### config.mk
export PLATFORM = sky130hd
export DESIGN_NAME = trivium_keystream_gen
export DESIGN_NICKNAME = d
export VERILOG_FILES = /design/src/rtl/trivium_pkg.sv /design/src/rtl/trivium_core.sv /design/src/rtl/trivium_keystream_gen.sv
export SDC_FILE = /design/constraint.sdc
export NUM_CORES = 1
export LEC_CHECK = 0
export CAP_MARGIN = 25
export CORE_AREA = 2 2 253 193
export CTS_BUF_LIST = sky130_fd_sc_hd__clkbuf_16
export CTS_CLUSTER_DIAMETER = 40
export DETAILED_ROUTE_END_ITERATION = 12
export DIE_AREA = 0 0 255 195
export PLACE_DENSITY = 0.54
export SETUP_SLACK_MARGIN = 0.4
export SLEW_MARGIN = 5
export SYNTH_ARGS = -nofsm -noshare
export SYNTH_HDL_FRONTEND = slang
export SYNTH_HIERARCHICAL = 1
export SYNTH_SLANG_ARGS = --single-unit
export TNS_END_PERCENT = 20
### constraint.sdc
create_clock -name clk -period 13.13 [get_ports clk]
set_input_delay 3.939 -clock clk [delete_from_list [all_inputs] [get_ports clk]]
set_output_delay 3.939 -clock clk [all_outputs]
set_load 0.01 [all_outputs]
### src/rtl/trivium_pkg.sv
// trivium_pkg: shared FSM type, Trivium tap positions and the seed-to-state load mapping
package trivium_pkg;
    typedef enum logic [1:0] {IDLE, LOAD, INIT, GEN} fsm_t;
    localparam int STATE_W = 288;
    localparam int KEY_W = 80;
    localparam int IV_W = 80;
    localparam int T1A = 66;
    localparam int T1B = 93;
    localparam int T2A = 162;
    localparam int T2B = 177;
    localparam int T3A = 243;
    localparam int T3B = 288;
    localparam int T1C = 91;
    localparam int T1D = 92;
    localparam int T1E = 171;
    localparam int T2C = 175;
    localparam int T2D = 176;
    localparam int T2E = 264;
    localparam int T3C = 286;
    localparam int T3D = 287;
    localparam int T3E = 69;
    // s(i) lives in bit i-1: key in s1..s80, iv in s94..s173, ones in s286..s288
    function automatic logic [STATE_W-1:0] load_state(input logic [7:0] seed, input logic [7:0] iv_xor);
        logic [KEY_W-1:0] key;
        logic [IV_W-1:0] iv;
        key = {10{seed}};
        iv = {10{seed ^ iv_xor}};
        return {3'b111, 108'b0, 4'b0, iv, 13'b0, key};
    endfunction
endpackage

### src/rtl/trivium_core.sv
// trivium_core: one combinational Trivium round producing the next state and keystream bit
module trivium_core
    import trivium_pkg::*;
(
    input  logic [STATE_W-1:0] st,
    output logic [STATE_W-1:0] st_next,
    output logic               z
);
    logic t1, t2, t3;
    // output bit from the linear taps, then feedback and a one-position shift of all three registers
    always_comb begin
        t1 = st[T1A-1] ^ st[T1B-1];
        t2 = st[T2A-1] ^ st[T2B-1];
        t3 = st[T3A-1] ^ st[T3B-1];
        z = t1 ^ t2 ^ t3;
        st_next = {st[286:177], t2 ^ (st[T2C-1] & st[T2D-1]) ^ st[T2E-1],
                   st[175:93],  t1 ^ (st[T1C-1] & st[T1D-1]) ^ st[T1E-1],
                   st[91:0],    t3 ^ (st[T3C-1] & st[T3D-1]) ^ st[T3E-1]};
    end
endmodule

### src/rtl/trivium_keystream_gen.sv
// trivium_keystream_gen: seeds Trivium, runs warm-up, then streams packed keystream bytes over valid/ready
module trivium_keystream_gen
    import trivium_pkg::*;
#(
    parameter int         WARMUP_CYCLES = 1152,
    parameter logic [7:0] IV_XOR        = 8'hA5
) (
    input  logic       clk,
    input  logic       rst,
    input  logic       seed_valid,
    input  logic [7:0] seed,
    input  logic       clear,
    input  logic       ks_ready,
    output logic       ks_valid,
    output logic [7:0] ks_byte,
    output logic       busy
);
    localparam int CW = $clog2(WARMUP_CYCLES + 1);
    fsm_t state, next_state;
    logic [STATE_W-1:0] st, st_next;
    logic z, advance, complete, warm_done;
    logic [CW-1:0] warm_cnt;
    logic [2:0] bit_cnt;
    logic [6:0] pack;
    logic [7:0] seed_q;
    trivium_core u_core (.st(st), .st_next(st_next), .z(z));
    // the 8th bit may not complete while an unaccepted byte is still held
    assign advance = (state == GEN) && !(bit_cnt == 3'd7 && ks_valid && !ks_ready);
    assign complete = advance && bit_cnt == 3'd7;
    assign warm_done = warm_cnt == CW'(WARMUP_CYCLES - 1);
    assign busy = state == LOAD || state == INIT;
    // FSM state register
    always_ff @(posedge clk or posedge rst)
        if (rst) state <= IDLE;
        else state <= next_state;
    // next state: clear beats seed_valid, which restarts from any state
    always_comb begin
        next_state = clear ? IDLE :
                     seed_valid ? LOAD :
                     state == LOAD ? INIT :
                     (state == INIT && warm_done) ? GEN : state;
    end
    // cipher state, counters, byte packer and output handshake
    always_ff @(posedge clk or posedge rst)
        if (rst) begin
            st <= '0;
            warm_cnt <= '0;
            bit_cnt <= '0;
            pack <= '0;
            seed_q <= '0;
            ks_valid <= 1'b0;
            ks_byte <= '0;
        end else if (clear) begin
            st <= '0;
            warm_cnt <= '0;
            bit_cnt <= '0;
            pack <= '0;
            ks_valid <= 1'b0;
            ks_byte <= '0;
        end else if (seed_valid) begin
            seed_q <= seed;
            ks_valid <= 1'b0;
        end else begin
            if (state == LOAD) begin
                st <= load_state(seed_q, IV_XOR);
                warm_cnt <= '0;
                bit_cnt <= '0;
                pack <= '0;
            end else if (state == INIT) begin
                st <= st_next;
                warm_cnt <= warm_cnt + 1'b1;
            end else if (advance) begin
                st <= st_next;
                bit_cnt <= bit_cnt + 1'b1;
                pack <= {pack[5:0], z};
            end
            if (complete) ks_byte <= {pack, z};
            ks_valid <= complete | (ks_valid & ~ks_ready);
        end
endmodule

# After elaboration in Yosys (flattened, before gate mapping)
# Index checks and enable logic that the tools add are counted.
[totals]
wordCells = 82
input_bits = 13
output_inout_bits = 10
reg_bits = 328
[op_classes]
addsub = 2
n_mux = 28
reduce_logical = 18
n_eq_ne = 7
bitwise = 19
[ops]
columns = ["op", "n"]
rows = [
  ["288-bit 2-to-1 mux", 5],
  ["11-bit 2-to-1 mux", 4],
  ["7-bit 2-to-1 mux", 5],
  ["8-bit 2-to-1 mux", 3],
  ["3-bit 2-to-1 mux", 5],
  ["11-bit by 1-bit adder with 11-bit output (second input constant)", 1],
  ["11-bit equality test (second input constant)", 1],
  ["1-bit bitwise XOR", 11],
  ["2-bit 2-to-1 mux", 4],
  ["2-bit AND reduction", 4],
  ["4-bit nonzero test", 2],
  ["3-bit nonzero test", 2],
  ["1-bit logical AND", 5],
  ["1-bit bitwise AND", 4],
  ["2-bit equality test (second input constant)", 2],
  ["4-bit NOT", 1],
  ["3-bit by 1-bit adder with 3-bit output (second input constant)", 1],
  ["3-bit equality test (second input constant)", 1],
  ["3-bit != test (second input constant)", 1],
  ["3-bit AND reduction", 1],
  ["2-bit by 1-bit equality test with 1-bit output (second input constant)", 1],
  ["1-bit zero test", 2],
  ["1-bit 2-to-1 mux", 2],
  ["2-bit by 1-bit != test with 1-bit output (second input constant)", 1],
  ["other kinds (4)", 5],
]

# Logic depth before layout (Yosys ltp)
[depth]
word_depth = 10
mapped_depth = 9
depth_no_buf = 6

# Modules after synthesis
# The synthesis kept the hierarchy.
[modules_own_cells]
columns = ["mod", "cells_each", "seq_area_each_um2", "n_inst", "area_each_um2"]
rows = [
  ["trivium_keystream_gen", 1469, 8207.9, 1, 14083.5],
  ["trivium_core", 295, 0.0, 1, 2285.9],
]

# Worst setup path before layout
# Ideal clock, no wire load.
[synth_timing]
path_type = "input port to flip-flop"
startpoint = "input port ks_ready"
endpoint = "register st[65]"
setup_slack_ps = 7887
setup_ps = 99
path_buffers = 3
required_ps = 13031
path_stages = 7
t_arrival_ps = 5144
path_cell_list = "nor2b_1 > buf_2 > a311oi_4 > buf_2 > buf_2 > nor2_1 > a311oi_1"
[synth_between]
elab_chain_cells = 6
[synth_lines]
columns = ["element", "line", "rtl"]
rows = [
  ["from (decl)", "trivium_keystream_gen.sv:13", "input logic ks_ready,"],
  ["1-bit zero test", "trivium_keystream_gen.sv:28", "assign advance = (state == GEN) && !(bit_cnt == 3'd7 && ks_valid && !ks_ready);"],
  ["1-bit logical AND", "trivium_keystream_gen.sv:28", ""],
  ["1-bit zero test", "trivium_keystream_gen.sv:28", ""],
  ["1-bit logical AND", "trivium_keystream_gen.sv:28", ""],
  ["4-bit nonzero test (no source line)", "--", ""],
  ["2-bit AND reduction (no source line)", "--", ""],
  ["to (signal assigned)", "trivium_keystream_gen.sv:65", "st <= load_state(seed_q, IV_XOR);"],
  ["to (signal assigned)", "trivium_keystream_gen.sv:70", "st <= st_next;"],
  ["to (signal assigned)", "trivium_keystream_gen.sv:73", "st <= st_next;"],
  ["to (decl)", "trivium_keystream_gen.sv:20", "logic [STATE_W-1:0] st, st_next;"],
]
# Every way passes these cells.
# A chain may end at the register's enable or synchronous reset.

# Worst setup path in the final report
[layout_timing]
startpoint = "input port seed_valid"
endpoint = "register st[120]"
[layout_between]
elab_chain_cells = 2
[layout_lines]
columns = ["element", "line", "rtl"]
rows = [
  ["from (decl)", "trivium_keystream_gen.sv:10", "input logic seed_valid,"],
  ["2-bit by 1-bit != test with 1-bit output (no source line)", "--", ""],
  ["2-bit AND reduction (no source line)", "--", ""],
]
# Every way passes these cells.

==> impl_metrics.csv <==
group,metric,value,unit
status,status,"completed",
floorplan,core_area,47050,um^2
timing,fmaxAchievable,150.7,MHz
clock_network,insertion_delay,0.53,ns
worst_setup_path,crit_slowest_cell,"buf_4",
timing,final_max_slew_viol_count,0,
logic_synthesis,yosys.area_share.xor_xnor,1.200,%
worst_setup_path,crit_fanout,225,
logic_synthesis,syn_inst,1764,
worst_setup_path,crit_chain,"clkdlybuf4s50_1 > a311oi_4 > buf_12 > buf_4 > nor2_1 > a311oi_1",
clock_network,numCtsBuffers,37,
power_and_ir_drop,power_leakage,6.456,nW
clock_network,postCtsSetupRepairBufs,0,
clock_network,hold_buffers,0,
worst_setup_path,cp.buffers_inverters,3,
timing,slew_headroom,29.15,%
detailed_routing,post_drt_via_cell_ratio,5.117,
detailed_routing,via_count,10627,
worst_setup_path,worstPathRequired,13.55,ns
logic_synthesis,synth_warnings,6,
timing,worst_slew_pin_slew,1.063,ns
clock_network,clock-root-buffer,"clkbuf_16",
timing,timing.final.crit_period,6.634,ns
worst_hold_path,min_from,"ks_byte[3]$_DFFE_PP0P_",
final_layout,diodes,0,
floorplan,pin_count,23,
final_layout,fin_area,16170,um^2
final_layout,syn_to_final_growth,-1.207,%
floorplan,die-width,255,um
logic_synthesis,synth_top_cells_by_area,"dfrtp_1 50%, buf_4 13%, a311oi_1 6.5%",
worst_setup_path,max_stage_delay,0.88,ns
final_layout,nFillCells,4740,
placed_design,placed_area,14870,um^2
logic_synthesis,synthMuxAreaShare,0.6879,%
logic_synthesis,yosysTopAreaCell,"dfrtp_1",
worst_setup_path,cp-start-kind,"input pin",
timing,finalCritPeriodShare,50.53,%
timing,grt_setup_unrepaired,"false",
logic_synthesis,synth_nets,1783,
detailed_routing,routed_wl,31250,um
logic_synthesis,synthDistinctLibCells,38,
logic_synthesis,synth-main-ff-cell,"dfrtp_1",
clock_network,clockBufferDepth,3,
logic_synthesis,synth_top_area_share,50.14,%
clock_network,cts_resized,0,
flow_run,drv_cap,0,
logic_synthesis,syn_area,16370,um^2
worst_setup_path,path_class,"input pin to register",
worst_hold_path,min_path_type,"register to register",
floorplan,die_area,49730,um^2
global_routing,antenna_found_initial,0,
placed_design,dp_hpwl,15960,um
detailed_routing,drt-initial-drc-count,1045,
clock_network,cts_sinks,328,
timing,timing.final.ws_setup,6.496,ns
power_and_ir_drop,power.total,2.401,mW
detailed_routing,avgRoutedWirePerCell,15.05,um
global_routing,grt_pass1_vias,10105,
floorplan,rows,69,
floorplan,die_height,195,um
clock_network,tritoncts,"yes",
timing,setup_viol,0,
detailed_routing,final_antenna_net_count,0,
worst_setup_path,r2r_cells,8,
global_routing,grt_pass1_wl,53680,um
worst_setup_path,arrival,7.06,ns
final_layout,layout.nets,1434,
worst_setup_path,cp_top_family,"buffers and inverters",
floorplan,initial_core_util,34.79,%
logic_synthesis,synth_compound_area_share,15.08,%
global_routing,grt_max_degree,226,
clock_network,clkSlewWorstSetupHoldPaths,0.06,ns
placed_design,place_congestion,0.7146,
clock_network,htree_num_levels,2,
worst_setup_path,critPathCaptureType,"register",
logic_synthesis,synth_edf_count,0,
logic_synthesis,synth_most_common_cell,"dfrtp_1",
logic_synthesis,ys_ff_latch,328,
worst_hold_path,min_delay_path_depth,1,
timing,hold_viol,0,
logic_synthesis,synth_common_cells,"328 x dfrtp_1, 285 x buf_4, 261 x nand2_1",
logic_synthesis,synth_simple_gate_area_share,15.49,%
power_and_ir_drop,vdd_drop_max,91.89,uV
worst_setup_path,r2r-end,"st[120]$_DFFE_PP0P_",
detailed_routing,drc_errors,0,
worst_setup_path,r2r_start,"state[0]$_DFFE_PP0P_",
power_and_ir_drop,power_density,148.5,nW/um^2
logic_synthesis,synthArstFlopShare,100.0,%
worst_hold_path,min_to,"ks_byte[3]$_DFFE_PP0P_",
placed_design,place_ws,5.813,ns
logic_synthesis,synth_adder_area_share,0.4586,%
timing,fin_setup_tns,0,ns
placed_design,port_buffers,22,
timing,skew,0.02071,ns
logic_synthesis,syn-mean-instance-area,9.280,um^2
final_layout,layout-drive-gt1-share,6.467,%
logic_synthesis,synth-seq-area-share,50.14,%
logic_synthesis,synth_top_family_by_area,"buffers and inverters",
global_routing,track_usage,12.77,%
detailed_routing,firstDrtPassIters,8,
worst_setup_path,r2r_slack,9.61,ns
global_routing,grt_overflow,0,
==> per-stage QoR <==
step / utilization [%] / std cells / hold slack [ns]
5_1_grt: 34.37 / 2077 / 0.5223
6_report: 34.37 / 2077 / 0.5062
3_5_place_dp: 31.61 / 2013 / 0.4905
3_3_place_gp: 31.45 / 2009 / 0.4911
2_1_floorplan: - / 1764 / 0.4801
4_1_cts: 34.25 / 2075 / 0.5091
==> metal layers <==
metal	global-route usage, %	routed length [um]	vias to the layer above
li1	-	-	5098
met1	19.92	16090	5328
met2	18.16	13520	163
met3	2.253	1171	38
met4	3.032	470	0
met5	0	0	-
==> sequential cells by signal, indices dropped and copies added (netlist names) <==
name / count
bit_cnt: 3
state: 2
warm_cnt: 11
seed_q: 8
pack: 7
ks_valid: 1
ks_byte: 8
st: 288
==> cells by family (layout without fill, tap and decap cells) <==
kind of cell | count (synthesis) | count (layout)
buffers and inverters | 438 | 112
muxes | 10 | 10
and+or+nand+nor | 610 | 610
xor gates and xnor gates | 14 | 14
AOI/OAI and AO/OA | 358 | 358
DFF | 328 | 328
adders and majority gates | 6 | 6
==> final cells by class <==
| class | instances | area [um^2] | share of cell area, % |
|---|---|---|---|
| Clock buffer | 38 | 950.9 | 5.880 |
| Clock inverter | 24 | 291.5 | 1.803 |
| Inverter | 8 | 41.29 | 0.2553 |
| Multi-Input combinational cell | 998 | 5393 | 33.35 |
| Sequential cell | 328 | 8208 | 50.75 |
| Tap cell | 639 | 799.5 | 4.944 |
| Timing Repair Buffer | 42 | 488.0 | 3.017 |
==> cell usage in the layout (no fill, tap or decap), types with 3 or more instances in the layout <==
cell / netlist / final
clkdlybuf4s50_1: 0 / 21
nor4_1: 3 / 3
nand2_1: 261 / 261
dfrtp_1: 328 / 328
ha_1: 6 / 6
bufinv_16: 0 / 6
buf_16: 0 / 4
a21oi_1: 171 / 171
a221o_1: 8 / 8
a311oi_1: 121 / 121
buf_4: 285 / 13
mux2_2: 10 / 10
clkinv_4: 0 / 4
a22o_1: 9 / 9
a211oi_1: 40 / 40
clkinv_1: 0 / 7
clkbuf_16: 0 / 38
xnor2_1: 8 / 8
nor3_1: 12 / 12
nor2_1: 184 / 184
clkinv_2: 0 / 3
and3_1: 8 / 8
a21o_1: 3 / 3
inv_1: 8 / 8
nand3_1: 128 / 128
xor3_1: 3 / 3
==> power breakdown <==
| group | total (mW) | leakage [nW] | switching, mW | internal (mW) |
|---|---|---|---|---|
| Combinational | 0.248 | 1.35 | 0.173 | 0.0757 |
| Clock | 1.07 | 0.616 | 0.420 | 0.645 |
| Sequential | 1.09 | 4.49 | 0.0278 | 1.06 |
| Total | 2.40 | 6.46 | 0.620 | 1.78 |
==> worst max path at each step <==
stage	start	endpoint	slack, ns	cells past startpoint
global placement	seed_valid	st[54]$_DFFE_PP0P_	5.86	6
CTS	seed_valid	st[79]$_DFFE_PP0P_	6.38	6
detailed placement	seed_valid	st[136]$_DFFE_PP0P_	5.81	6
finish	seed_valid	st[120]$_DFFE_PP0P_	6.50	6
global route	seed_valid	st[111]$_DFFE_PP0P_	6.08	6
floorplan	rst	bit_cnt[0]$_DFFE_PP0P_	4.81	1
Note: power is estimated with default switching activity, not from simulation.
